$ cat src/rtl/regfile_cmd_sequencer.sv
// Doorbell-driven command sequencer: turns register-file CTRL/ARG writes into a req/ack
// client operation and posts tag, status, result and saturating counters back to read words.
module regfile_cmd_sequencer #(
   parameter int unsigned TIMEOUT_CYC = 1024,
   parameter int unsigned CNT_W       = 16
) (
   input  logic        axi_aclk,
   input  logic        axi_aresetn,
   input  logic [31:0] ctrl_word,
   input  logic [31:0] arg_word,
   output logic [31:0] status_word,
   output logic [31:0] result_word,
   output logic [31:0] cnt_word,
   output logic        irq,
   output logic        cl_req,
   output logic [3:0]  cl_op,
   output logic [31:0] cl_arg,
   input  logic        cl_ack,
   input  logic        cl_done,
   input  logic        cl_err,
   input  logic [31:0] cl_result
);

   localparam int unsigned TmoW = (TIMEOUT_CYC > 1) ? $clog2(TIMEOUT_CYC) : 1;

   localparam logic [3:0] ErrOk      = 4'd0;
   localparam logic [3:0] ErrClient  = 4'd1;
   localparam logic [3:0] ErrTimeout = 4'd2;
   localparam logic [3:0] ErrBadOp   = 4'd3;
   localparam logic [3:0] ErrAbort   = 4'd4;

   typedef enum logic [1:0] {
      StIdle  = 2'd0,
      StIssue = 2'd1,
      StWait  = 2'd2,
      StDone  = 2'd3
   } state_e;

   state_e            state_q, state_d;
   logic [7:0]        tag_q, tag_d;
   logic [3:0]        op_q, op_d;
   logic [31:0]       arg_q, arg_d;
   logic [TmoW-1:0]   tmo_q, tmo_d;
   logic [3:0]        err_pend_q, err_pend_d;
   logic [31:0]       res_pend_q, res_pend_d;
   logic [7:0]        done_tag_q, done_tag_d;
   logic [3:0]        err_q, err_d;
   logic              busy_q, busy_d;
   logic              ovr_q, ovr_d;
   logic [31:0]       result_q, result_d;
   logic [CNT_W-1:0]  succ_q, succ_d;
   logic [CNT_W-1:0]  errc_q, errc_d;
   logic              irq_q, irq_d;

   logic [7:0] ctrl_tag;
   logic       abort;
   logic       done_evt;
   logic       tmo_evt;
   logic       unused_ctrl;

   assign ctrl_tag    = ctrl_word[31:24];
   assign abort       = ctrl_word[8];
   assign unused_ctrl = ^{ctrl_word[23:9], ctrl_word[7:4]};

   // A done strobe only counts once the client has accepted the request.
   assign done_evt = ((state_q == StIssue) && cl_ack && cl_done) ||
                     ((state_q == StWait) && cl_done);
   assign tmo_evt  = (TIMEOUT_CYC != 0) && (tmo_q == TmoW'(TIMEOUT_CYC - 1));

   always_comb begin
      state_d    = state_q;
      tag_d      = tag_q;
      op_d       = op_q;
      arg_d      = arg_q;
      tmo_d      = tmo_q;
      err_pend_d = err_pend_q;
      res_pend_d = res_pend_q;
      done_tag_d = done_tag_q;
      err_d      = err_q;
      busy_d     = busy_q;
      ovr_d      = ovr_q;
      result_d   = result_q;
      succ_d     = succ_q;
      errc_d     = errc_q;
      irq_d      = 1'b0;

      unique case (state_q)
         StIdle: begin
            if (ctrl_tag != tag_q) begin
               tag_d      = ctrl_tag;
               op_d       = ctrl_word[3:0];
               arg_d      = arg_word;
               tmo_d      = '0;
               ovr_d      = 1'b0;
               busy_d     = 1'b1;
               res_pend_d = result_q;
               if (ctrl_word[3:0] == 4'd0) begin
                  state_d    = StDone;
                  err_pend_d = ErrBadOp;
               end else begin
                  state_d = StIssue;
               end
            end
         end
         StIssue, StWait: begin
            tmo_d = tmo_q + TmoW'(1);
            if (ctrl_tag != tag_q) begin
               ovr_d = 1'b1;
            end
            if (done_evt) begin
               state_d    = StDone;
               err_pend_d = cl_err ? ErrClient : ErrOk;
               res_pend_d = cl_result;
            end else if (tmo_evt) begin
               state_d    = StDone;
               err_pend_d = ErrTimeout;
            end else if (abort) begin
               state_d    = StDone;
               err_pend_d = ErrAbort;
            end else if ((state_q == StIssue) && cl_ack) begin
               state_d = StWait;
            end
         end
         StDone: begin
            state_d    = StIdle;
            done_tag_d = tag_q;
            err_d      = err_pend_q;
            result_d   = res_pend_q;
            busy_d     = 1'b0;
            irq_d      = 1'b1;
            if (err_pend_q == ErrOk) begin
               if (succ_q != '1) begin
                  succ_d = succ_q + CNT_W'(1);
               end
            end else if (errc_q != '1) begin
               errc_d = errc_q + CNT_W'(1);
            end
         end
         default: state_d = StIdle;
      endcase
   end

   always_ff @(posedge axi_aclk or negedge axi_aresetn) begin
      if (!axi_aresetn) begin
         state_q    <= StIdle;
         tag_q      <= '0;
         op_q       <= '0;
         arg_q      <= '0;
         tmo_q      <= '0;
         err_pend_q <= '0;
         res_pend_q <= '0;
         done_tag_q <= '0;
         err_q      <= '0;
         busy_q     <= 1'b0;
         ovr_q      <= 1'b0;
         result_q   <= '0;
         succ_q     <= '0;
         errc_q     <= '0;
         irq_q      <= 1'b0;
      end else begin
         state_q    <= state_d;
         tag_q      <= tag_d;
         op_q       <= op_d;
         arg_q      <= arg_d;
         tmo_q      <= tmo_d;
         err_pend_q <= err_pend_d;
         res_pend_q <= res_pend_d;
         done_tag_q <= done_tag_d;
         err_q      <= err_d;
         busy_q     <= busy_d;
         ovr_q      <= ovr_d;
         result_q   <= result_d;
         succ_q     <= succ_d;
         errc_q     <= errc_d;
         irq_q      <= irq_d;
      end
   end

   assign status_word = {done_tag_q, 8'h00, busy_q, ovr_q, state_q, 8'h00, err_q};
   assign result_word = result_q;
   assign cnt_word    = {16'(errc_q), 16'(succ_q)};
   assign irq         = irq_q;
   assign cl_req      = (state_q == StIssue);
   assign cl_op       = op_q;
   assign cl_arg      = arg_q;

endmodule
$ cat config.mk
export PLATFORM = sky130hd
export DESIGN_NAME = regfile_cmd_sequencer
export DESIGN_NICKNAME = d
export VERILOG_FILES = /design/src/rtl/regfile_cmd_sequencer.sv
export SDC_FILE = /design/constraint.sdc
export NUM_CORES = 1
export LEC_CHECK = 0
export BUFFER_PORTS_ARGS = -buffer_cell sky130_fd_sc_hd__buf_2
export CORE_AREA = 8 8 136 138
export DETAILED_ROUTE_END_ITERATION = 10
export DIE_AREA = 0 0 144 146
export GPL_TIMING_DRIVEN = 0
export PLACE_DENSITY = 0.8
export SETUP_SLACK_MARGIN = 0.15
export SLEW_MARGIN = 10
export SYNTH_ARGS = -nofsm -noshare
export SYNTH_HDL_FRONTEND = slang
export SYNTH_SLANG_ARGS = --single-unit
$ cat constraint.sdc
create_clock -name axi_aclk -period 2.5 [get_ports axi_aclk]
set_input_delay 0.375 -clock axi_aclk [delete_from_list [all_inputs] [get_ports axi_aclk]]
set_output_delay 0.375 -clock axi_aclk [all_outputs]
set_load 0.05 [all_outputs]
# After elaboration in Yosys (flattened, before gate mapping)
# Index checks and enable logic that the tools add are counted.
[totals] in_bits=101 reg_bits=171 elab_cells=75 out_inout_bits=134
[classes] muxes=24 n_bitwise=1 add_sub_neg=3 n_eq_ne=13 reduce_logical=19
[ops] op="two-way mux 32 bit" count=2
[ops] op="case mux 32 bit (2 select lines)" count=1
[ops] op="adder 16 x 1 -> 16 bit (second input constant)" count=2
[ops] op="!= test 16 bit (second input constant)" count=2
[ops] op="two-way mux 4 bit" count=5
[ops] op="case mux 10 bit (2 select lines)" count=1
[ops] op="two-way mux 2 bit" count=6
[ops] op="AND reduction 3 bit" count=4
[ops] op="adder 10 x 1 -> 10 bit (second input constant)" count=1
[ops] op="== test 10 bit (second input constant)" count=1
[ops] op="two-way mux 10 bit" count=1
[ops] op="zero test 4 bit" count=2
[ops] op="!= test 2 bit (second input constant)" count=4
[ops] op="!= test 8 bit" count=1
[ops] op="case mux 4 bit (2 select lines)" count=1
[ops] op="AND reduction 2 bit" count=4
[ops] op="case mux 2 bit (3 select lines)" count=1
[ops] op="!= test 5 bit (second input constant)" count=1
[ops] op="== test 2 bit (second input constant)" count=2
[ops] op="two-way mux 1 bit" count=4
[ops] op="!= test 4 bit (second input constant)" count=1
[ops] op="case mux 1 bit (2 select lines)" count=2
[ops] op="AND reduction 4 bit" count=1
[ops] op="nonzero test 2 bit" count=2
[ops] op="other kinds (6)" count=8

# Depth between registers and ports, before layout
# Gate-level depths: netlist (run 1).
[logic_depth] ltp_word=7 depth_mapped=9 depth_no_buf=7

# Worst setup path before layout (run 1)
# OpenSTA, ideal clock, no wires.
[synth_timing] path_kind="flip-flop to flip-flop" from="register state_q[1]" to="register state_q[1]" path_stages_with_launch=8 required_time_ns=2.375 period_less_slack_ns=2.431 n_path_buf=0 setup_time_ns=0.125 arrival_ns=2.306 path_slack_ns=0.069 path_cell_list="dfrtp_1 -> inv_1 -> ha_1 -> and2_1 -> o21ai_0 -> nand4b_1 -> o22ai_1 -> mux2_2"
[synth_via] elab_chain_len=6 word_cells_on_any_way=14 cone_classes="eq/ne: 5; mux: 2; reduce/logical: 7"
[synth_rtl] element="from (decl)" line="39" source="state_e state_q, state_d;"
[synth_rtl] element="from (signal assigned)" line="145" source="state_q <= StIdle;"
[synth_rtl] element="from (signal assigned)" line="161" source="state_q <= state_d;"
[synth_rtl] element="== test 2 x 1 -> 1 bit *"
[synth_rtl] element="named net cl_req" line="15" source="output logic cl_req,"
[synth_rtl] element="logical AND 1 bit" line="66, 120"
[synth_rtl] element="logical AND 1 bit" line="66" source="assign done_evt = ((state_q == StIssue) && cl_ack && cl_done) ||"
[synth_rtl] element="logical OR 1 bit" line="66"
[synth_rtl] element="!= test 5 bit (no line) or two-way mux 2 bit (tied branches)"
[synth_rtl] element="AND reduction 2 bit (no line) or case mux 2 bit (3 select lines) (tied branches)"
# The timed path passes the listed nets; every way through them passes the cells marked *.
# A chain may end at the register's enable or synchronous reset.

# Worst setup path after layout (run 1)
[layout_timing] from="register state_q[0]" to="register res_pend_q[13]"
[layout_via] elab_chain_len=6 word_cells_on_any_way=13 cone_classes="eq/ne: 4; mux: 1; reduce/logical: 8"
[layout_rtl] element="== test 2 x 1 -> 1 bit" line="66, 87"
[layout_rtl] element="logical AND 1 bit (2 in series)" line="66"
[layout_rtl] element="logical OR 1 bit" line="66"
[layout_rtl] element="!= test 2 bit (no line)"
[layout_rtl] element="AND reduction 3 bit (no line)"
[layout_rtl] element="to (signal assigned)" line="167" source="res_pend_q <= res_pend_d;"
[layout_rtl] element="to (decl)" line="45" source="logic [31:0] res_pend_q, res_pend_d;"
# Parallel ways exist; a longest one is shown, timed or not.

==> results of run 1 <==
flip-flops by register name, indices dropped and copies added, names as in the netlist, 4 cells and up:
register     flops
errc_q          16
tag_q            8
cl_op            4
cl_arg          32
tmo_q           10
result_word     32
res_pend_q      32
succ_q          16
done_tag_q       8
critical path: cells and delay by family (launching register included):
| kind | cells | cell delay (ns) |
|---|---|---|
| buffers and inverters | 5 | 1.08 |
| and+or+nand+nor | 3 | 0.46 |
| DFF | 1 | 0.40 |
| adders and majority gates | 1 | 0.20 |
where the power goes:
group / internal [mW] / switching [mW] / total (mW)
Clock: 1.87 / 1.12 / 2.99
Combinational: 2.51 / 5.10 / 7.61
Sequential: 3.94 / 0.823 / 4.76
layer usage:
| layer | routed length (microns) | global-route usage, % | vias to the layer above |
|---|---|---|---|
| met3 | 1920 | 6.00 | 28 |
| met5 | 13 | 0 | - |
| met1 | 8550 | 25.4 | 3149 |
| li1 | - | - | 3009 |
| met4 | 271 | 6.84 | 2 |
| met2 | 9880 | 31.4 | 258 |
placed cells by master (no fill, tap or decap), drive strengths merged, types with 3 or more instances in the layout:
master    instances
buf             228
dfrtp           169
nor3            102
mux2             95
clkbuf           57
nand2b           32
o32ai            32
nand2            30
xnor2            29
nor2             20
nand3            18
nand4            17
conb             17
inv              14
o21ai            12
xor2              8
a21oi             8
ha                7
a221o             5
bufinv            5
or3               4
and4              3
a31oi             3
clkinvlp          3
synthesized netlist by cell type, types with 5 or more instances:
master / instances / share of area [%]
xnor2_1: 29 / 3.2
a221o_1: 5 / 0.63
nor2_1: 19 / 0.89
nor3_1: 98 / 6.1
xor2_1: 8 / 0.88
mux2_2: 95 / 13
o21ai_0: 12 / 0.75
nand2b_1: 32 / 2.5
dfrtp_1: 169 / 53
nand4_1: 17 / 1.3
nand2_1: 30 / 1.4
clkbuf_1: 32 / 1.5
o32ai_1: 32 / 3.5
buf_4: 20 / 1.9
ha_1: 7 / 1.1
a21oi_1: 8 / 0.50
inv_1: 11 / 0.52
buf_2: 11 / 0.69
nand3_1: 17 / 1.1
logic make-up (layout without fill, tap and decap cells):
kind of cell | after synthesis | after routing | share of synthesized area (%)
flops | 169 | 169 | 52.9
xor+xnor | 37 | 37 | 4.05
compound gates | 77 | 77 | 7.38
mux | 97 | 97 | 13.6
fa+ha+maj | 7 | 7 | 1.10
simple gates | 240 | 240 | 16.1
other cells | 1 | 17 | 0.0469
buf+inv | 76 | 309 | 4.77
through the flow:
stage / area, sq um / hold WS, ns / TNS (ns) / cells / total power, mW
4_1_cts: 10100 / 0.165 / 0 / 1172 / 15.4
3_5_place_dp: 9370 / 0.426 / -2.25 / 1139 / 12.4
3_3_place_gp: 9330 / 0.463 / -268.64 / 1138 / 12.2
6_report: 10100 / 0.178 / 0 / 1173 / 15.4
2_1_floorplan: 8060 / 0.0794 / 0 / 720 / 10.5
5_1_grt: 10100 / 0.165 / 0 / 1173 / 16.2
what timing repair did:
item,CTS,global route
gates resized for setup,6,26
endpoints found under the hold margin,86,0
pin swaps,0,1
setup endpoints to repair,35,35
setup buffers,0,1
hold buffers,1,0
layout make-up:
cell class	instances	area share, %
Clock buffer	20	4.62
Sequential cell	169	41.9
Multi-Input combinational cell	475	34.2
Inverter	11	0.409
Tap cell	220	2.73
Timing Repair Buffer	201	10.4
Clock inverter	12	2.08
Buffer	65	3.70
worst max-delay path by stage:
stage / from / end / slack (ns) / cells after the start
3_3_place_gp: axi_aresetn / state_q[1] / -1.89 / 1
3_5_place_dp: state_q[0] / res_pend_q[23] / -0.10 / 9
6_report: state_q[0] / res_pend_q[13] / 0.27 / 9
4_1_cts: state_q[0] / err_pend_q[0] / 0.18 / 7
2_1_floorplan: state_q[0] / res_pend_q[13] / 0.28 / 9
5_1_grt: state_q[0] / res_pend_q[31] / 0.13 / 9
==> flow_summary_export.csv, run 1 <==
group,metric,value,unit
critical_path,r2r_cells,9,
critical_path,crit_chain,"inv_1 > ha_1 > clkbuf_2 > nand2_1 > clkbuf_2 > clkbuf_4 > clkbuf_2 > nor3_1 > nor3_1",
critical_path,worstPathMaxFanout,10,
floorplan,rows,47,
power,max-vdd-ir-drop,0.00104,V
layout,fin_nets,1048,
sta,slew_headroom,52.3,%
critical_path,cp-start-kind,"register",
clocking,cts_buffers,17,
synth,yosysUniqueCellTypes,56,
sta,finalCriticalPeriod,2.23,ns
floorplan,die_w,144,microns
synth,synth_edf_count,0,
layout,drive_above_1_share,40.5,%
place,io_buffers,198,
floorplan,fp.coreArea,16300,sq um
floorplan,die_area,21000,sq um
grt,grt_max_degree,88,
critical_path,critical_path_arrival,2.55,ns
layout,seq_area,4230,sq um
critical_path,critPathCaptureType,"register",
power,power.leakage,4.53,nW
clocking,clk_pin_slew,0.07,ns
synth,ys_warn_count,0,
place,gp_congestion,0.812,
layout,final_core_util,62.0,%
grt,antenna_found_initial,1,
clocking,cts_tree,"done",
clocking,clk_path_buf_depth,2,
worst_hold_path,hold-path-cell-count,2,
place,hpwl,15000,microns
place,pre_cts_slack,-0.101,ns
sta,setup_slack,0.273,ns
sta,hold_viol,0,
drt,wl,20600,microns
floorplan,io_pins,235,
critical_path,required,2.82,ns
sta,clock.fmax,449,MHz
outcome,status,"complete, no violations",
drt,drt_iter0_markers,454,
layout,nFillCells,1363,
critical_path,cp_slowest_stage_delay,0.40,ns
worst_hold_path,min_to,"cl_arg[29]",
grt,gr-total-overflow,0,
synth,syn_inst,704,
sta,period_share,89.1,%
grt,grt_pass1_wl,33400,microns
grt,grt_pass1_vias,6486,
clocking,clk_latency,0.42,ns
synth,synth_seq_cells,169,
critical_path,r2r_end,"res_pend_q[13]",
drt,drc,0,
clocking,root_buffer,"clkbuf_16",
floorplan,start_util,49.1,%
layout,area_delta_synth_final,26.3,%
sta,skew,0.00820,ns
sta,worst_pin_slew,0.715,ns
critical_path,crit_path_top_delay_cell,"dfrtp_2",
synth,yosysSeqAreaShare,52.9,%
synth,synth_area,8000,sq um
layout,n_antenna_cell,0,
worst_hold_path,worstHoldPathType,"in -> reg",
critical_path,criticalPathCategory,"reg -> reg",
floorplan,die_y,146,microns
sta,slew_violations,0,
synth,async_flop_share,100,%
critical_path,critPathMostFrequentCell,"clkbuf_2",
worst_hold_path,worstHoldStart,"arg_word[29]",
critical_path,timing.rr.start,"state_q[0]",
sta,rsz0062_at_grt,"true",
drt,via_per_inst,5.50,
critical_path,rrSetupSlack,0.27,ns
grt,grt_usage,19.9,%
drt,drt_first_pass_iters,7,
drt,ant_nets,0,
sta,setup_violations,0,
synth,synth_ff_type,"dfrtp_1",
drt,vias,6446,
drt,routedWlPerCell,17.6,microns
layout,multi_input_area,3460,sq um
run,cap_violations,0,
clocking,cts.htree.levels,4,
clocking,numClockSinks,169,
synth,avgSynthCellArea,11.4,sq um
power,power_density,1520,nW/um^2
Note: power is estimated with default switching activity, not from simulation.
==> run 2, diff against run 1 <==
REMOVE_ABC_BUFFERS = 1   (was not set)
==> flow_summary_export.csv, run 2 (same netlist as run 1, synthesis figures left out) <==
group,metric,value,unit
critical_path,criticalPathCategory,"reg -> reg",
clocking,clk_latency,0.43,ns
power,intPower,8.18,mW
drt,routedWlPerCell,18.1,microns
floorplan,fp.coreArea,16300,sq um
grt,grt_max_degree,89,
drt,ant_nets,0,
layout,fin_nets,1005,
sta,fin_setup_tns,0,ns
critical_path,crit_chain,"inv_1 > ha_4 > clkinvlp_4 > buf_4 > or4_1 > a21oi_1 > a221o_1",
power,power.leakage,4.44,nW
critical_path,critical_path_arrival,2.65,ns
critical_path,crit_path_top_delay_cell,"or4_1",
critical_path,cp-start-kind,"register",
worst_hold_path,worstHoldPathType,"in -> reg",
layout,final_core_util,61.7,%
grt,gr-total-overflow,0,
clocking,cts_tree,"done",
layout,mostFrequentLayoutCells,"buf_2, dfrtp_1, nor3_1",
power,clkPwrFrac,17.6,%
worst_hold_path,hold-path-cell-count,2,
power,power,15.5,mW
critical_path,rrSetupSlack,0.21,ns
place,place_inst,1081,
sta,slew_violations,0,
clocking,cts_buffers,17,
clocking,numClockSinks,169,
critical_path,timing.rr.start,"state_q[1]",
power,pwr-share-seq,31.0,%
clocking,root_buffer,"clkbuf_16",
sta,worst_pin_slew,0.648,ns
grt,grt_pass1_wl,32800,microns
floorplan,start_util,49.1,%
run,cap_violations,0,
critical_path,r2r_end,"tmo_q[9]",
drt,drt_first_pass_iters,5,
outcome,status,"complete, no violations",
sta,finalCriticalPeriod,2.29,ns
layout,final_common_cell,"buf_2",
grt,antenna_found_initial,0,
worst_hold_path,min_to,"cl_arg[1]",
drt,wl,20400,microns
layout,drive_above_1_share,40.5,%
critical_path,worstPathMaxFanout,11,
drt,drc,0,
floorplan,die_y,146,microns
worst_hold_path,worstHoldStart,"arg_word[1]",
sta,period_share,91.6,%
power,max-vdd-ir-drop,0.000973,V
place,hpwl,13700,microns
floorplan,die_w,144,microns
sta,skew,0.00876,ns
power,p_comb_share,51.3,%
sta,setup_violations,0,
floorplan,die_area,21000,sq um
drt,vias,6227,
critical_path,cp-startpoint,"state_q[1]",
critical_path,r2r_cells,7,
drt,via_per_inst,5.51,
clocking,clk_path_buf_depth,2,
critical_path,required,2.86,ns
place,io_buffers,198,
layout,n_antenna_cell,0,
critical_path,critPathCaptureType,"register",
floorplan,rows,47,
grt,grt_usage,19.5,%
clocking,clk_pin_slew,0.07,ns
clocking,cts.htree.levels,4,
sta,rsz0062_at_grt,"false",
sta,hold_viol,0,
floorplan,io_pins,235,
sta,slew_headroom,56.8,%
sta,clock.fmax,437,MHz
layout,area_delta_synth_final,25.6,%
grt,grt_pass1_vias,6390,
power,power_density,1540,nW/um^2
place,gp_congestion,0.773,
layout,instances_no_fill,1130,
sta,hold_ws,0.177,ns
power,power_switching,7.27,mW
power,switching_share,47.1,%
drt,drt_iter0_markers,315,
critical_path,cp_slowest_stage_delay,0.51,ns
[run 2: cell type report]
| cell class | count | area (sq um) |
|---|---|---|
| clock buffers | 17 | 425 |
| clock inverters | 15 | 180 |
| fillers | 1340 | 6240 |
| inverters | 11 | 47.5 |
| multi-input cells | 476 | 3540 |
| flip-flops and latches | 169 | 4230 |
| well taps | 220 | 275 |
| repair buffers | 222 | 1350 |
[run 2: what timing repair did]
action / CTS / global route
setup buffers: 12 / 3
resized for setup: 10 / 5
setup endpoints to repair: 90 / 61
endpoints found under the hold margin: 81 / 0
hold buffers: 1 / 0
pin swaps: 4 / 1
gates cloned: 1 / 0
[run 2: critical path, delay by kind of cell (launching register included)]
family	cells	cell delay, ns
AOI/OAI and AO/OA	2	0.28
adders and majority gates	1	0.40
buffers and inverters	3	0.56
DFF	1	0.48
and+or+nand+nor	1	0.51
[run 2: power by group through the flow]
| stage | Clock [mW] | Sequential, mW | Combinational [mW] |
|---|---|---|---|
| final | 2.72 | 4.80 | 7.93 |
| after global routing | 2.90 | 4.97 | 8.44 |
| after CTS | 2.78 | 4.78 | 7.90 |
| after detailed placement | 0 | 4.82 | 7.53 |
| after global placement | 0 | 4.74 | 7.29 |
| after floorplan | 0 | 7.31 | 3.04 |
[run 2: through the flow]
stage                     worst slack, ns  instance area [sq um]
final                               0.211                  10000
after CTS                           0.163                  10000
after floorplan                     -2.25                   7720
after global placement              -3.83                   8980
after global routing                0.153                  10000
after detailed placement           -0.773                   9200
[run 2: how the worst max path moves through the flow]
stage,endpoint,slack (ns),cells past startpoint
floorplan,err_pend_q[0],-2.25,6
global placement,err_pend_q[0],-3.83,6
detailed placement,res_pend_q[26],-0.77,8
CTS,cl_op[3],0.16,6
global route,tmo_q[9],0.15,7
finish,tmo_q[9],0.21,7
[run 2: routing by layer]
metal	routed length, microns	share of wire (%)	GRT usage (%)
met2	10100	49	31.4
met3	1480	7.2	5.41
met1	8610	42	24.2
met5	0	0	0
met4	255	1.2	7.42
==> run 3, diff against run 2 <==
RECOVER_POWER = 25   (was not set)
SLEW_MARGIN = 20   (was 10)
==> flow_summary_export.csv, run 3 (same netlist as run 1, synthesis figures left out) <==
group,metric,value,unit
outcome,status,"complete, no violations",
clocking,clk_latency,0.41,ns
sta,hold_viol,0,
sta,finalCriticalPeriod,2.29,ns
critical_path,cp.depth,4,
layout,mostFrequentLayoutCells,"dfrtp_1, buf_2, nor3_1",
critical_path,critPathCaptureType,"register",
drt,ant_nets,0,
floorplan,fp.coreArea,16300,sq um
clocking,root_buffer,"clkbuf_16",
floorplan,die_y,146,microns
power,power_density,1530,nW/um^2
layout,fin_area,9870,sq um
layout,multi_input_area,3530,sq um
drt,wl,20800,microns
layout,final_common_cell,"dfrtp_1",
layout,fin_nets,1003,
run,cap_violations,0,
layout,instances_no_fill,1128,
critical_path,worstPathMaxFanout,24,
critical_path,endpoint,"result_word[13]",
layout,nFillCells,1387,
sta,slew_violations,0,
critical_path,cp_num_buf_inv,2,
clocking,cts.htree.levels,4,
critical_path,criticalPathCategory,"reg -> reg",
sta,skew,0.00878,ns
drt,drt_iter0_markers,384,
worst_hold_path,worstHoldPathType,"in -> reg",
place,gp_congestion,0.773,
drt,vias,6303,
layout,area_delta_synth_final,23.4,%
layout,drive_above_1_share,36.7,%
critical_path,crit_path_top_delay_cell,"clkbuf_1",
critical_path,rrSetupSlack,0.21,ns
critical_path,critical_path_arrival,2.59,ns
floorplan,die_area,21000,sq um
grt,grt_pass1_wl,32700,microns
layout,n_antenna_cell,0,
floorplan,die_w,144,microns
sta,rsz0062_at_grt,"false",
drt,drt_first_pass_iters,5,
grt,grt_pass1_vias,6293,
grt,grt_max_degree,89,
sta,setup_slack,0.206,ns
clocking,cts_buffers,17,
floorplan,start_util,49.1,%
critical_path,timing.rr.start,"state_q[0]",
critical_path,cp-startpoint,"state_q[0]",
clocking,clk_pin_slew,0.07,ns
critical_path,r2r_cells,4,
grt,grt_usage,19.4,%
sta,period_share,91.8,%
layout,seq_area,4230,sq um
place,place_area,9190,sq um
drt,drc,0,
floorplan,io_pins,235,
critical_path,cp-start-kind,"register",
sta,setup_violations,0,
grt,gr-total-overflow,0,
sta,slew_headroom,24.8,%
critical_path,crit_chain,"ha_4 > clkbuf_1 > buf_12 > mux2_2",
floorplan,rows,47,
sta,worst_pin_slew,1.13,ns
place,pre_cts_slack,-0.953,ns
grt,antenna_found_initial,0,
place,place_inst,1080,
critical_path,cp_slowest_stage_delay,0.83,ns
critical_path,required,2.80,ns
clocking,numClockSinks,169,
critical_path,crit_family,"buffers and inverters",
critical_path,r2r_end,"result_word[13]",
place,hpwl,13500,microns
power,max-vdd-ir-drop,0.000952,V
drt,via_per_inst,5.59,
clocking,clk_path_buf_depth,2,
drt,routedWlPerCell,18.4,microns
place,io_buffers,198,
clocking,cts_tree,"done",
sta,clock.fmax,436,MHz
power,power.leakage,4.30,nW
-- run 3: cell count changes in the layout (fill, tap and decap cells not counted), moves of 3 or more --
| cell | previous run | this run |
|---|---|---|
| buf_2 | 197 | 166 |
| clkinv_4 | 0 | 3 |
| clkinv_2 | 1 | 5 |
| clkbuf_1 | 0 | 33 |
| inv_8 | 5 | 0 |
| buf_12 | 6 | 2 |
-- run 3: worst min-delay path by stage --
stage | start | to | cells after the start
2_1_floorplan | axi_aresetn | busy_q | 0
3_3_place_gp | ovr_q | ovr_q | 1
3_5_place_dp | axi_aresetn | errc_q[11] | 1
4_1_cts | arg_word[27] | cl_arg[27] | 2
5_1_grt | arg_word[6] | cl_arg[6] | 2
6_report | arg_word[20] | cl_arg[20] | 2
-- run 3: metal layers --
| layer | vias up | track usage (%) | wire [microns] |
|---|---|---|---|
| li1 | 2901 | - | - |
| met1 | 3140 | 24.6 | 8630 |
| met2 | 238 | 31.6 | 10200 |
| met3 | 24 | 5.74 | 1580 |
| met4 | 0 | 5.16 | 314 |
| met5 | - | 0 | 0 |
-- run 3: per-stage QoR --
stage / total power [mW] / utilization (%) / hold slack, ns / TNS, ns
after floorplan: 10.3 / - / 0.0794 / -124.70
after CTS: 15.0 / 60.5 / 0.165 / 0
after global routing: 15.9 / 60.6 / 0.166 / 0
after detailed placement: 12.3 / 56.4 / 0.402 / -35.21
final: 15.0 / 60.6 / 0.188 / 0
after global placement: 12.0 / 55.2 / 0.457 / -555.00
-- run 3: worst reg2reg max path: cells and delay by family, from the launching register on --
kind,cells,cell delay [ns]
DFF,1,0.50
adders and majority gates,1,0.19
muxes,1,0.37
buffers and inverters,2,1.13
-- run 3: final cells by class --
class / count / share of cell area (%)
Sequential cell: 169 / 42.9
Multi-Input combinational cell: 476 / 35.8
Timing Repair Buffer: 220 / 12.6
Clock buffer: 19 / 4.49
Tap cell: 220 / 2.79
Clock inverter: 13 / 0.951
Inverter: 11 / 0.482
-- run 3: timing repair --
action,4_1_cts,5_1_grt
setup endpoints to repair,99,64
gates cloned,0,1
hold buffers,1,0
endpoints found under the hold margin,81,0
pin swaps,2,3
resized for setup,6,3
buffers inserted,8,6
-- run 3: report_power, final --
part	leakage [nW]	internal, mW	switching (mW)	total (mW)
Sequential	2.00	3.93	0.875	4.81
Combinational	2.04	2.60	5.24	7.84
Clock	0.268	1.31	1.09	2.40
